<file path="config.mk">
export PLATFORM = sky130hd
export DESIGN_NAME = storage_tag_allocator_flat
export DESIGN_NICKNAME = d
export VERILOG_FILES = /design/src/rtl/storage_tag_allocator_pkg.sv /design/src/rtl/storage_tag_allocator_if.sv /design/src/rtl/storage_tag_allocator_free_slot_picker.sv /design/src/rtl/storage_tag_allocator.sv /design/src/flat_wrapper.sv
export SDC_FILE = /design/constraint.sdc
export NUM_CORES = 1
export LEC_CHECK = 0
export ABC_AREA = 0
export CELL_PAD_IN_SITES_DETAIL_PLACEMENT = 0
export CELL_PAD_IN_SITES_GLOBAL_PLACEMENT = 1
export CORE_MARGIN = 2
export CORE_UTILIZATION = 36
export CTS_BUF_LIST = sky130_fd_sc_hd__clkbuf_4 sky130_fd_sc_hd__clkbuf_8
export CTS_CLUSTER_SIZE = 25
export DETAILED_ROUTE_END_ITERATION = 8
export PLACE_DENSITY = 0.85
export SYNTH_ARGS = -nofsm -noshare
export SYNTH_HDL_FRONTEND = slang
export SYNTH_SLANG_ARGS = --single-unit
</file>
<file path="constraint.sdc">
create_clock -name clk -period 3 [get_ports clk]
set_clock_uncertainty 0.1 [all_clocks]
set_input_delay 0.45 -clock clk [delete_from_list [all_inputs] [get_ports clk]]
set_output_delay 0.45 -clock clk [all_outputs]
set_load 0.005 [all_outputs]
</file>
<file path="src/rtl/storage_tag_allocator_pkg.sv">
// Shared types and defaults for the storage tag allocator slice.
// Op codes, FSM states and the response payload layout live here.
package storage_tag_allocator_pkg;

   localparam int unsigned TAG_WIDTH = 32;
   localparam int unsigned TAG_DEPTH = 3;
   localparam int unsigned TAG_SLOTS = 1 << TAG_DEPTH;

   typedef enum logic [1:0] {
      OP_LOOKUP       = 2'b00,
      OP_LOOKUP_ALLOC = 2'b01,
      OP_INVALIDATE   = 2'b10,
      OP_FLUSH        = 2'b11
   } op_e;

   typedef enum logic [2:0] {
      ST_IDLE,
      ST_SEARCH,
      ST_FETCH,
      ST_CHECK,
      ST_WRITE,
      ST_RESP
   } state_e;

   typedef struct packed {
      logic [TAG_DEPTH-1:0] idx;
      logic                 hit;
      logic                 alloc;
      logic                 evict;
   } resp_t;

endpackage

</file>
<file path="src/rtl/storage_tag_allocator_if.sv">
// Request/response handshake toward the core plus the mini_storage pin bundle.
// slave = allocator side, master = core/storage side.
interface storage_tag_allocator_if #(
   parameter int unsigned WIDTH = 32,
   parameter int unsigned DEPTH = 3
);
   logic             req_valid;
   logic             req_ready;
   logic [1:0]       req_op;
   logic [WIDTH-1:0] req_key;
   logic             resp_valid;
   logic             resp_ready;
   logic [DEPTH-1:0] resp_idx;
   logic             resp_hit;
   logic             resp_alloc;
   logic             resp_evict;
   logic             st_en;
   logic             st_wren;
   logic             st_get_addr;
   logic [DEPTH-1:0] st_addr;
   logic [WIDTH-1:0] st_d;
   logic [WIDTH-1:0] st_q;

   modport slave (
      input  req_valid, req_op, req_key, resp_ready, st_q,
      output req_ready, resp_valid, resp_idx, resp_hit, resp_alloc, resp_evict,
             st_en, st_wren, st_get_addr, st_addr, st_d
   );

   modport master (
      output req_valid, req_op, req_key, resp_ready, st_q,
      input  req_ready, resp_valid, resp_idx, resp_hit, resp_alloc, resp_evict,
             st_en, st_wren, st_get_addr, st_addr, st_d
   );
endinterface

</file>
<file path="src/rtl/storage_tag_allocator_free_slot_picker.sv">
// Priority encoder: lowest-index cleared bit of the valid mask.
module storage_tag_allocator_free_slot_picker
   import storage_tag_allocator_pkg::*;
#(
   parameter int unsigned DEPTH = TAG_DEPTH
) (
   input  logic [(1<<DEPTH)-1:0] valid,
   output logic [DEPTH-1:0]      free_idx_c,
   output logic                  any_free_c
);
   localparam int unsigned SLOTS = 1 << DEPTH;

   // Scan downward so the lowest free index is the last one written.
   always_comb begin
      free_idx_c = '0;
      any_free_c = 1'b0;
      for (int i = int'(SLOTS) - 1; i >= 0; i--) begin
         if (!valid[i]) begin
            free_idx_c = DEPTH'(i);
            any_free_c = 1'b1;
         end
      end
   end
endmodule

</file>
<file path="src/rtl/storage_tag_allocator.sv">
// Key-to-slot allocator driving an 8-entry mini_storage: search, read-back
// verify, valid mask, free-first / round-robin allocation, invalidate, flush.
module storage_tag_allocator
   import storage_tag_allocator_pkg::*;
#(
   parameter int unsigned WIDTH = TAG_WIDTH,
   parameter int unsigned DEPTH = TAG_DEPTH
) (
   input  logic                    clk,
   input  logic                    rst,
   storage_tag_allocator_if.slave  bus
);
   localparam int unsigned SLOTS = 1 << DEPTH;

   state_e           state_q, state_n;
   op_e              op_q, op_n;
   logic [WIDTH-1:0] key_q, key_n;
   logic [DEPTH-1:0] cand_q, cand_n;
   logic [DEPTH-1:0] rr_q, rr_n;
   logic [SLOTS-1:0] valid_q, valid_n;
   resp_t            resp_q, resp_n;
   logic             resp_valid_q, resp_valid_n;
   logic             req_ready_q, req_ready_n;
   logic             st_en_q, st_en_n;
   logic             st_wren_q, st_wren_n;
   logic             st_get_addr_q, st_get_addr_n;
   logic [DEPTH-1:0] st_addr_q, st_addr_n;
   logic [WIDTH-1:0] st_d_q, st_d_n;

   logic             same_c, hit_c, any_free_c;
   logic [DEPTH-1:0] free_idx_c, slot_c;

   storage_tag_allocator_free_slot_picker #(.DEPTH(DEPTH)) u_free (
      .valid      (valid_q),
      .free_idx_c (free_idx_c),
      .any_free_c (any_free_c)
   );

   // Read-back compare guards against stale search results and unwritten slots.
   assign same_c = (bus.st_q == key_q);
   assign hit_c  = same_c & valid_q[cand_q];
   assign slot_c = same_c ? cand_q : (any_free_c ? free_idx_c : rr_q);

   always_comb begin
      state_n       = state_q;
      op_n          = op_q;
      key_n         = key_q;
      cand_n        = cand_q;
      rr_n          = rr_q;
      valid_n       = valid_q;
      resp_n        = resp_q;
      resp_valid_n  = resp_valid_q;
      st_en_n       = 1'b0;
      st_wren_n     = 1'b0;
      st_get_addr_n = 1'b0;
      st_addr_n     = '0;
      st_d_n        = '0;

      case (state_q)
         ST_IDLE: begin
            if (bus.req_valid && req_ready_q) begin
               op_n  = op_e'(bus.req_op);
               key_n = bus.req_key;
               if (op_e'(bus.req_op) == OP_FLUSH) begin
                  valid_n      = '0;
                  resp_n       = '0;
                  resp_valid_n = 1'b1;
                  state_n      = ST_RESP;
               end else begin
                  st_en_n       = 1'b1;
                  st_get_addr_n = 1'b1;
                  st_d_n        = bus.req_key;
                  state_n       = ST_SEARCH;
               end
            end
         end
         ST_SEARCH: begin
            st_en_n = 1'b1;
            state_n = ST_FETCH;
         end
         ST_FETCH: begin
            cand_n  = bus.st_q[DEPTH-1:0];
            state_n = ST_CHECK;
         end
         ST_CHECK: begin
            resp_n.hit   = hit_c;
            resp_n.alloc = 1'b0;
            resp_n.evict = 1'b0;
            resp_n.idx   = cand_q;
            resp_valid_n = 1'b1;
            state_n      = ST_RESP;
            case (op_q)
               OP_LOOKUP: begin
                  if (!hit_c) resp_n.idx = '0;
               end
               OP_INVALIDATE: begin
                  if (hit_c) valid_n[cand_q] = 1'b0;
               end
               default: begin
                  if (!hit_c) begin
                     resp_n.idx   = slot_c;
                     resp_n.alloc = 1'b1;
                     resp_n.evict = !same_c && !any_free_c;
                     resp_valid_n = 1'b0;
                     st_en_n      = 1'b1;
                     st_wren_n    = 1'b1;
                     st_addr_n    = slot_c;
                     st_d_n       = key_q;
                     state_n      = ST_WRITE;
                  end
               end
            endcase
         end
         ST_WRITE: begin
            // Commit only once the write strobe has been issued for a full cycle.
            valid_n[resp_q.idx] = 1'b1;
            if (resp_q.evict) rr_n = rr_q + DEPTH'(1);
            resp_valid_n = 1'b1;
            state_n      = ST_RESP;
         end
         ST_RESP: begin
            if (bus.resp_ready) begin
               resp_valid_n = 1'b0;
               state_n      = ST_IDLE;
            end
         end
         default: begin
            resp_valid_n = 1'b0;
            state_n      = ST_IDLE;
         end
      endcase

      req_ready_n = (state_n == ST_IDLE);
   end

   always_ff @(posedge clk or posedge rst) begin
      if (rst) begin
         state_q       <= ST_IDLE;
         op_q          <= OP_LOOKUP;
         key_q         <= '0;
         cand_q        <= '0;
         rr_q          <= '0;
         valid_q       <= '0;
         resp_q        <= '0;
         resp_valid_q  <= 1'b0;
         req_ready_q   <= 1'b1;
         st_en_q       <= 1'b0;
         st_wren_q     <= 1'b0;
         st_get_addr_q <= 1'b0;
         st_addr_q     <= '0;
         st_d_q        <= '0;
      end else begin
         state_q       <= state_n;
         op_q          <= op_n;
         key_q         <= key_n;
         cand_q        <= cand_n;
         rr_q          <= rr_n;
         valid_q       <= valid_n;
         resp_q        <= resp_n;
         resp_valid_q  <= resp_valid_n;
         req_ready_q   <= req_ready_n;
         st_en_q       <= st_en_n;
         st_wren_q     <= st_wren_n;
         st_get_addr_q <= st_get_addr_n;
         st_addr_q     <= st_addr_n;
         st_d_q        <= st_d_n;
      end
   end

   // Search result lands in st_q at FETCH and is used as the read address that same cycle.
   assign bus.st_addr     = (state_q == ST_FETCH) ? bus.st_q[DEPTH-1:0] : st_addr_q;
   assign bus.st_en       = st_en_q;
   assign bus.st_wren     = st_wren_q;
   assign bus.st_get_addr = st_get_addr_q;
   assign bus.st_d        = st_d_q;
   assign bus.req_ready   = req_ready_q;
   assign bus.resp_valid  = resp_valid_q;
   assign bus.resp_idx    = resp_q.idx;
   assign bus.resp_hit    = resp_q.hit;
   assign bus.resp_alloc  = resp_q.alloc;
   assign bus.resp_evict  = resp_q.evict;
endmodule

</file>
<file path="src/flat_wrapper.sv">
// flat-port wrapper written by rule: the top's interface ports become plain ports
module storage_tag_allocator_flat import storage_tag_allocator_pkg::*;
#(
   parameter int unsigned WIDTH = TAG_WIDTH,
   parameter int unsigned DEPTH = TAG_DEPTH
)
  (clk, rst, bus_req_valid, bus_req_op, bus_req_key, bus_resp_ready, bus_st_q, bus_req_ready, bus_resp_valid, bus_resp_idx, bus_resp_hit, bus_resp_alloc, bus_resp_evict, bus_st_en, bus_st_wren, bus_st_get_addr, bus_st_addr, bus_st_d);
  storage_tag_allocator_if #(.WIDTH(WIDTH), .DEPTH(DEPTH)) bus_i ();
  input  logic clk;
  input  logic rst;
  input wire logic [$bits(bus_i.req_valid)-1:0] bus_req_valid;
  input wire logic [$bits(bus_i.req_op)-1:0] bus_req_op;
  input wire logic [$bits(bus_i.req_key)-1:0] bus_req_key;
  input wire logic [$bits(bus_i.resp_ready)-1:0] bus_resp_ready;
  input wire logic [$bits(bus_i.st_q)-1:0] bus_st_q;
  output wire logic [$bits(bus_i.req_ready)-1:0] bus_req_ready;
  output wire logic [$bits(bus_i.resp_valid)-1:0] bus_resp_valid;
  output wire logic [$bits(bus_i.resp_idx)-1:0] bus_resp_idx;
  output wire logic [$bits(bus_i.resp_hit)-1:0] bus_resp_hit;
  output wire logic [$bits(bus_i.resp_alloc)-1:0] bus_resp_alloc;
  output wire logic [$bits(bus_i.resp_evict)-1:0] bus_resp_evict;
  output wire logic [$bits(bus_i.st_en)-1:0] bus_st_en;
  output wire logic [$bits(bus_i.st_wren)-1:0] bus_st_wren;
  output wire logic [$bits(bus_i.st_get_addr)-1:0] bus_st_get_addr;
  output wire logic [$bits(bus_i.st_addr)-1:0] bus_st_addr;
  output wire logic [$bits(bus_i.st_d)-1:0] bus_st_d;
  assign bus_i.req_valid = bus_req_valid;
  assign bus_i.req_op = bus_req_op;
  assign bus_i.req_key = bus_req_key;
  assign bus_i.resp_ready = bus_resp_ready;
  assign bus_i.st_q = bus_st_q;
  assign bus_req_ready = bus_i.req_ready;
  assign bus_resp_valid = bus_i.resp_valid;
  assign bus_resp_idx = bus_i.resp_idx;
  assign bus_resp_hit = bus_i.resp_hit;
  assign bus_resp_alloc = bus_i.resp_alloc;
  assign bus_resp_evict = bus_i.resp_evict;
  assign bus_st_en = bus_i.st_en;
  assign bus_st_wren = bus_i.st_wren;
  assign bus_st_get_addr = bus_i.st_get_addr;
  assign bus_st_addr = bus_i.st_addr;
  assign bus_st_d = bus_i.st_d;
  storage_tag_allocator #(.WIDTH(WIDTH), .DEPTH(DEPTH)) u_core (.clk(clk), .rst(rst), .bus(bus_i));
endmodule
</file>
==> results of run 1 <==
logic make-up after synthesis:
logic type               share of synthesized area (%)
AO/OA/AOI/OAI                                     14.8
XOR/XNOR                                          6.86
adder cells (fa/ha/maj)                          0.280
buffers and inverters                             3.33
flip-flops                                        54.3
multiplexers                                      11.5
AND/OR/NAND/NOR                                   8.96
cell usage after synthesis (all sizes together), types with 2 or more instances:
cell    count
a211o       2
a21boi      3
a21oi      12
a22o       32
a31oi       4
a32oi       5
a41oi       2
and2        2
buf        14
clkbuf      3
dfrtp      96
inv        13
mux2       39
mux2i       3
mux4        2
nand2      19
nand3       9
nand4      11
nor2       13
nor2b       3
nor3b       2
nor4        2
o21ai      12
o311a       2
or3         2
xnor2      35
per-layer routing:
| layer | track usage (%) | part of all wire (%) | vias up |
|---|---|---|---|
| li1 | - | - | 1550 |
| met5 | 0 | 0 | - |
| met3 | 4.55 | 7.4 | 12 |
| met1 | 23.6 | 45 | 1648 |
| met2 | 28.0 | 46 | 142 |
| met4 | 4.34 | 1.1 | 0 |
cell usage in the layout, fill, tap and decap left out, drive strengths merged, types with 12 or more instances in the layout:
cell / synthesis / layout
a21oi: 12 / 12
nor2: 13 / 13
nand2: 19 / 19
mux2: 39 / 39
dfrtp: 96 / 96
xnor2: 35 / 35
o21ai: 12 / 12
a22o: 32 / 32
inv: 13 / 12
clkdlybuf4s50: 0 / 115
sequential cells by signal, indices dropped and copies added (netlist names), 2 cells and up:
name                 cells
u_core.valid_q           8
u_core.bus.st_d         32
u_core.st_addr_q         3
u_core.state_q           3
u_core.cand_q            3
u_core.op_q              2
u_core.bus.resp_idx      3
u_core.key_q            32
u_core.rr_q              3
through the flow:
| step | std cells | total power (uW) | util, % |
|---|---|---|---|
| final | 651 | 4820 | 49.7 |
| after floorplan | 360 | 3350 | - |
| after global routing | 651 | 5150 | 49.7 |
| after global placement | 635 | 4040 | 48.3 |
| after detailed placement | 635 | 4090 | 48.3 |
| after CTS | 651 | 4850 | 49.7 |
worst max-delay path, stage by stage (launching register included):
cell             delay (ns)
dfrtp_1                0.52
nor3b_2                0.53
mux2_2                 0.39
clkdlybuf4s50_1        0.48
power by group:
part,leakage [uW],internal (uW),switching (uW)
registers,0.00125,1760,478
clock network,0.0000852,305,455
logic,0.00117,1040,784
total,0.00250,3100,1720
worst paths after layout:
kind,startpoint,end,slack [ns],cells past startpoint
worst max-delay path,u_core.state_q[1]$_DFF_PP0_,bus_st_addr[0],0.18,3
worst min-delay path,u_core.bus.resp_alloc$_DFFE_PP0P_,u_core.bus.resp_alloc$_DFFE_PP0P_,0.39,1
worst max register to register,u_core.cand_q[1]$_DFFE_PP0P_,u_core.st_addr_q[2]$_DFF_PP0_,0.51,6
worst min register to register,u_core.bus.resp_alloc$_DFFE_PP0P_,u_core.bus.resp_alloc$_DFFE_PP0P_,0.39,1
max in group asynchronous,rst,u_core.bus.req_ready$_DFF_PP1_,1.92,3
min in group asynchronous,rst,u_core.key_q[26]$_DFFE_PP0P_,0.46,3
layout make-up:
class / instances / area (um^2)
Multi-Input combinational cell: 233 / 1900
Inverter: 13 / 52.6
Tap cell: 168 / 210
Clock inverter: 6 / 35.0
Timing Repair Buffer: 124 / 1230
Sequential cell: 97 / 2430
Fill cell: 1075 / 6070
Clock buffer: 10 / 131
==> impl_metrics.env, run 1 <==
export IMPL_critPathKind="reg2out"
export IMPL_worst_ep_arrival_time_ns=2.27
export IMPL_finalCriticalPeriod_ns=2.82
export IMPL_n_antenna_cell=0
export IMPL_ioPinCount=116
export IMPL_htree_num_levels=3
export IMPL_routed_wl_um=11300
export IMPL_grt_setup_unrepaired="false"
export IMPL_avgRoutedWirePerCell_um=17.4
export IMPL_clockBufferDepth=2
export IMPL_hold_ws_ns=0.389
export IMPL_die_h_um=115
export IMPL_period_share_pct=94.1
export IMPL_finalInstanceArea_um2=5990
export IMPL_finalSetupTns_ns=0
export IMPL_syn_to_final_growth_pct=34.0
export IMPL_cts_inserted_buffers=9
export IMPL_synth_top_area_share_pct=53.7
export IMPL_relSlewSlack_pct=58.6
export IMPL_coreArea_um2=12100
export IMPL_critPathCaptureType="output port"
export IMPL_clock_sinks=97
export IMPL_cts_setup_buffers=0
export IMPL_grt_pass1_vias=3303
export IMPL_syn_area_um2=4470
export IMPL_cts_tree="done"
export IMPL_drcViolationCount=0
export IMPL_clock_fmax_mhz=354
export IMPL_synth_cell_types=51
export IMPL_finalHoldViolCount=0
export IMPL_gr_usage_all_layers_pct=17.4
export IMPL_critical_path_required_ns=2.45
export IMPL_final_nets=549
export IMPL_synth_nets=431
export IMPL_finalWeightedCongestion=0.890
export IMPL_synth_edf_count=0
export IMPL_vias=3352
export IMPL_rows=40
export IMPL_die_w_um=115
export IMPL_vias_per_cell=5.15
export IMPL_yosys_top_cells_area="dfrtp_1 (54%), mux2_2 (9.8%), xnor2_1 (6.9%)"
export IMPL_maxCapViolCount=0
export IMPL_power_leakage_uw=0.00250
export IMPL_syn_inst=360
export IMPL_grt_max_degree=98
export IMPL_drt_iter0_drc=350
export IMPL_antenna_left=0
export IMPL_yosys_warnings=0
export IMPL_setup_ws_ns=0.176
export IMPL_ctsResizeCount=0
export IMPL_cts_root_buf="clkbuf_8"
export IMPL_ys_seq_area_share_pct=54.3
export IMPL_synth_top_flop_cell="dfrtp_1"
export IMPL_overflow=0
export IMPL_dr_pass1_iters=4
export IMPL_p_per_area_nw_per_um2=805
export IMPL_die_area_um2=13300
export IMPL_numPortBuffers=115
export IMPL_syn_area_per_cell_um2=12.4
export IMPL_start_util_pct=37.1
export IMPL_min_path_type="reg2reg"
export IMPL_place_hpwl_um=7930
export IMPL_clkTransAtPathRegs_ns=0.09
export IMPL_irDropWorstVdd_uv=226
export IMPL_setup_viol_count_final=0
export IMPL_postSynth_asyncResetShare_pct=100
export IMPL_start_kind="flop"
export IMPL_postPlaceCellArea_um2=5820
export IMPL_yosysTopAreaCell="dfrtp_1"
export IMPL_clk_latency_ns=0.36
export IMPL_antenna_found_initial=0
export IMPL_grt_pass1_wl_um=17800
export IMPL_slew_viol_final=0
export IMPL_ys_ff_latch=97
export IMPL_cts_hold_buf=0
export IMPL_crit_fanout=10
export IMPL_pre_cts_ws_ns=0.198
export IMPL_drive_gt1_share_pct=16.1
export IMPL_worst_slew_pin_slew_ns=0.618
export IMPL_status="finished, final reports clean"
Note: power is estimated with default switching activity, not from simulation.
==> inputs of run 2 (changes only) <==
Settings changed: CAP_MARGIN set to 15, CORE_UTILIZATION 36 to 40, PLACE_DENSITY 0.85 to 0.9.
Clock period 3 ns to 2.8 ns, I/O delays scaled along.
==> impl_metrics.env, run 2 (same netlist as run 1, synthesis figures left out) <==
export IMPL_period_share_pct=96.3
export IMPL_nFillCells=939
export IMPL_pre_cts_ws_ns=0.00951
export IMPL_critPathKind="reg2out"
export IMPL_ioPinCount=116
export IMPL_r2r_end="u_core.st_addr_q[0]$_DFF_PP0_"
export IMPL_worst_slew_pin_slew_ns=0.597
export IMPL_crit_chain="nor3b_2, buf_4, mux2_2, clkdlybuf4s50_1"
export IMPL_routed_wl_um=11500
export IMPL_ctsResizeCount=0
export IMPL_n_antenna_cell=0
export IMPL_start_kind="flop"
export IMPL_grt_max_degree=52
export IMPL_antenna_left=0
export IMPL_clkTransAtPathRegs_ns=0.10
export IMPL_postPlaceCellArea_um2=5830
export IMPL_cts_root_buf="clkbuf_8"
export IMPL_worstSetupEndpoint="bus_st_addr[0]"
export IMPL_min_path_type="in2async"
export IMPL_vias=3352
export IMPL_die_w_um=110
export IMPL_cts_inserted_buffers=9
export IMPL_clock_fmax_mhz=371
export IMPL_drt_iter0_drc=202
export IMPL_path_delay_family="buffers and inverters"
export IMPL_setup_worst_path_start="u_core.state_q[0]$_DFF_PP0_"
export IMPL_slowest_delay_ns=0.52
export IMPL_crit_fanout=10
export IMPL_finalSetupTns_ns=0
export IMPL_drcViolationCount=0
export IMPL_rrSetupSlack_ns=0.35
export IMPL_overflow=0
export IMPL_gr_usage_all_layers_pct=20.1
export IMPL_worst_ep_arrival_time_ns=2.18
export IMPL_setup_ws_ns=0.104
export IMPL_avgRoutedWirePerCell_um=18.4
export IMPL_final_nets=551
export IMPL_clk_latency_ns=0.37
export IMPL_numPortBuffers=115
export IMPL_place_hpwl_um=8330
export IMPL_cts_setup_buffers=0
export IMPL_die_h_um=110
export IMPL_critical_path_required_ns=2.28
export IMPL_irDropWorstVdd_uv=448
export IMPL_die_area_um2=12000
export IMPL_rr_startpoint="u_core.cand_q[1]$_DFFE_PP0P_"
export IMPL_grt_pass1_wl_um=18300
export IMPL_finalCriticalPeriod_ns=2.70
export IMPL_antenna_found_initial=0
export IMPL_path_depth=4
export IMPL_cts_hold_buf=0
export IMPL_finalInstanceArea_um2=6020
export IMPL_p_per_area_nw_per_um2=883
export IMPL_grt_pass1_vias=3430
export IMPL_grt_setup_unrepaired="false"
export IMPL_critPathCaptureType="output port"
export IMPL_final_common_cell="clkdlybuf4s50_1"
export IMPL_clockBufferDepth=2
export IMPL_power_leakage_uw=0.00253
export IMPL_relSlewSlack_pct=60.0
export IMPL_slew_viol_final=0
export IMPL_critPathBufInv=2
export IMPL_finalHoldViolCount=0
export IMPL_crit_slowest_cell="dfrtp_1"
export IMPL_reg2reg_depth=6
export IMPL_cts_tree="done"
export IMPL_dr_pass1_iters=4
export IMPL_drive_gt1_share_pct=16.7
export IMPL_vias_per_cell=5.36
export IMPL_htree_num_levels=3
export IMPL_clock_sinks=97
export IMPL_rows=38
export IMPL_status="finished, final reports clean"
export IMPL_maxCapViolCount=0
export IMPL_layout_common_cells="clkdlybuf4s50_1 (115), dfrtp_1 (95), mux2_2 (39)"
export IMPL_syn_to_final_growth_pct=34.6
export IMPL_setup_viol_count_final=0
export IMPL_start_util_pct=41.1
export IMPL_finalWeightedCongestion=0.885
export IMPL_coreArea_um2=10900
## run 2: where the power goes
group          internal, uW  switching, uW
sequential             1890            528
combinational          1130            874
clock                   356            536
## run 2: through the flow
stage | hold WS, ns | power (uW) | cells | utilization (%)
CTS | 0.311 | 5330 | 625 | 55.3
finish | 0.310 | 5310 | 625 | 55.3
floorplan | 0.346 | 3590 | 360 | -
global placement | 0.379 | 4360 | 609 | 53.5
detailed placement | 0.379 | 4430 | 609 | 53.5
global route | 0.333 | 5630 | 625 | 55.3
## run 2: layer usage
metal	GRT usage [%]	part of all wire (%)	vias up
li1	-	-	1553
met1	27.1	44	1676
met2	33.2	49	111
met3	3.32	5.3	12
met4	6.15	1.6	0
met5	0	0	-
## run 2: worst register-to-register path, cell delays in order, from the launching register on
cell and delay, ns:
dfrtp_1 0.64, mux4_2 0.56, mux2i_1 0.16, inv_1 0.12, nand3_4 0.10, and2_4 0.44
a21boi_0 0.25
## run 2: how the worst min path moves through the flow
| stage | from | to | slack [ns] | depth (start not counted) |
|---|---|---|---|---|
| after floorplan | u_core.rr_q[2]$_DFFE_PP0P_ | u_core.rr_q[2]$_DFFE_PP0P_ | 0.35 | 1 |
| after global placement | u_core.bus.resp_alloc$_DFFE_PP0P_ | u_core.bus.resp_alloc$_DFFE_PP0P_ | 0.38 | 1 |
| after detailed placement | u_core.bus.resp_alloc$_DFFE_PP0P_ | u_core.bus.resp_alloc$_DFFE_PP0P_ | 0.38 | 1 |
| after CTS | rst | u_core.bus.resp_valid$_DFFE_PP0P_ | 0.31 | 2 |
| after global routing | rst | u_core.valid_q[1]$_DFFE_PP0P_ | 0.33 | 2 |
| final | rst | u_core.valid_q[3]$_DFFE_PP0P_ | 0.31 | 2 |
## run 2: layout make-up
type / instances / area, um^2 / area share, %
repair buffers: 126 / 1270 / 21.1
inverters: 13 / 52.6 / 0.873
multi-input cells: 233 / 1900 / 31.6
well taps: 140 / 175 / 2.91
clock buffers: 10 / 131 / 2.18
clock inverters: 6 / 57.6 / 0.956
flip-flops and latches: 97 / 2430 / 40.4
==> inputs of run 3 (changes only) <==
Settings changed: CORE_MARGIN 2 to unset, MAX_ROUTING_LAYER set to met4.
==> impl_metrics.env, run 3 (same netlist as run 1, synthesis figures left out) <==
export IMPL_die_h_um=108
export IMPL_ioPinCount=116
export IMPL_wl_met1_um=4920
export IMPL_setup_viol_count_final=0
export IMPL_wl_met3_um=460
export IMPL_p_per_area_nw_per_um2=879
export IMPL_critPathKind="reg2out"
export IMPL_pwr_share_clk_pct=16.5
export IMPL_antenna_found_initial=0
export IMPL_n_antenna_cell=0
export IMPL_status="finished, final reports clean"
export IMPL_vias_per_cell=5.35
export IMPL_coreArea_um2=10900
export IMPL_slew_viol_final=0
export IMPL_htree_num_levels=3
export IMPL_period_share_pct=93.4
export IMPL_min_path_type="reg2reg"
export IMPL_power_leakage_uw=0.00251
export IMPL_hold_ws_ns=0.403
export IMPL_p_int_uw=3350
export IMPL_placed_cells=607
export IMPL_irDropWorstVdd_uv=442
export IMPL_final_common_cell="clkdlybuf4s50_1"
export IMPL_multiInputGateArea_um2=1900
export IMPL_die_area_um2=11600
export IMPL_finalNonFillerCells=623
export IMPL_avgRoutedWirePerCell_um=18.3
export IMPL_pre_cts_ws_ns=-0.0146
export IMPL_cts_root_buf="clkbuf_8"
export IMPL_swShare_pct=36.5
export IMPL_start_util_pct=41.1
export IMPL_layout_common_cells="clkdlybuf4s50_1 (115), dfrtp_1 (96), mux2_2 (39)"
export IMPL_clock_fmax_mhz=382
export IMPL_final_nets=549
export IMPL_utilization_pct=55.1
export IMPL_setup_ws_ns=0.186
export IMPL_p_comb_share_pct=37.3
export IMPL_crit_fanout=10
export IMPL_grt_pass1_wl_um=18100
export IMPL_numPortBuffers=115
export IMPL_drcViolationCount=0
export IMPL_start_kind="flop"
export IMPL_maxCapViolCount=0
export IMPL_clk_latency_ns=0.37
export IMPL_dr_pass1_iters=4
export IMPL_pwr_share_seq_pct=46.2
export IMPL_cts_tree="done"
export IMPL_syn_to_final_growth_pct=34.3
export IMPL_drt_iter0_drc=165
export IMPL_vias=3335
export IMPL_rows=38
export IMPL_seq_area_um2=2430
export IMPL_clkTransAtPathRegs_ns=0.09
export IMPL_cts_hold_buf=0
export IMPL_relSlewSlack_pct=64.5
export IMPL_grt_setup_unrepaired="false"
export IMPL_finalHoldViolCount=0
export IMPL_clockBufferDepth=2
export IMPL_cts_setup_buffers=0
export IMPL_worst_ep_arrival_time_ns=2.09
export IMPL_routed_wl_um=11400
export IMPL_p_sw_uw=1920
export IMPL_p_total_uw=5270
export IMPL_clock_sinks=97
export IMPL_gr_usage_all_layers_pct=21.6
export IMPL_critical_path_required_ns=2.28
export IMPL_grt_max_degree=98
export IMPL_dr_wl_met2_um=5700
export IMPL_antenna_left=0
export IMPL_drive_gt1_share_pct=16.1
export IMPL_critPathCaptureType="output port"
export IMPL_finalCriticalPeriod_ns=2.61
export IMPL_grt_pass1_vias=3354
export IMPL_ctsResizeCount=0
export IMPL_die_w_um=108
export IMPL_routed_top_layer="met4"
export IMPL_cts_inserted_buffers=9
export IMPL_place_hpwl_um=8220
export IMPL_finalWeightedCongestion=0.823
export IMPL_overflow=0
export IMPL_nFillCells=932
export IMPL_worst_slew_pin_slew_ns=0.532
run 3: power by group through the flow:
stage	clock (uW)	sequential [uW]	combinational (uW)
after CTS	892	2430	1990
after floorplan	0	2240	1340
after global routing	959	2510	2150
after detailed placement	0	2460	1980
final	873	2440	1960
after global placement	0	2440	1940
run 3: worst max-delay path: stages (launching register included):
cell and delay (ns):
dfrtp_1 0.52, nor3b_2 0.21, buf_4 0.19, mux2_2 0.36, clkdlybuf4s50_1 0.44
run 3: area by class of cell:
type | instances | share of cell area [%]
Clock buffer | 9 | 2.06
Clock inverter | 7 | 1.08
Inverter | 13 | 0.876
Tap cell | 140 | 2.92
Timing Repair Buffer | 124 | 20.9
Multi-Input combinational cell | 233 | 31.7
Sequential cell | 97 | 40.5
run 3: routing by layer:
metal / global-route usage [%] / vias up
met3: 3.27 / 24
li1: - / 1559
met1: 27.8 / 1665
met5: - / -
met2: 34.2 / 87
met4: 8.71 / 0
run 3: path summary, 6_finish.rpt:
kind                       slack (ns)  cells after the start                             end                          from
min in group asynchronous        0.43                      3   u_core.valid_q[3]$_DFFE_PP0P_                           rst
setup reg to reg                 0.30                      6   u_core.st_addr_q[0]$_DFF_PP0_  u_core.cand_q[1]$_DFFE_PP0P_
hold / removal                   0.40                      1      u_core.rr_q[2]$_DFFE_PP0P_    u_core.rr_q[2]$_DFFE_PP0P_
max in group asynchronous        1.77                      3  u_core.bus.req_ready$_DFF_PP1_                           rst
hold reg to reg                  0.40                      1      u_core.rr_q[2]$_DFFE_PP0P_    u_core.rr_q[2]$_DFFE_PP0P_
setup / recovery                 0.19                      4                  bus_st_addr[1]   u_core.state_q[1]$_DFF_PP0_
run 3: stage by stage:
step | cell area (um^2) | TNS, ns
2_1_floorplan | 4470 | 0
3_3_place_gp | 5810 | 0
3_5_place_dp | 5810 | -0.0146
4_1_cts | 6000 | 0
5_1_grt | 6000 | 0
6_report | 6000 | 0
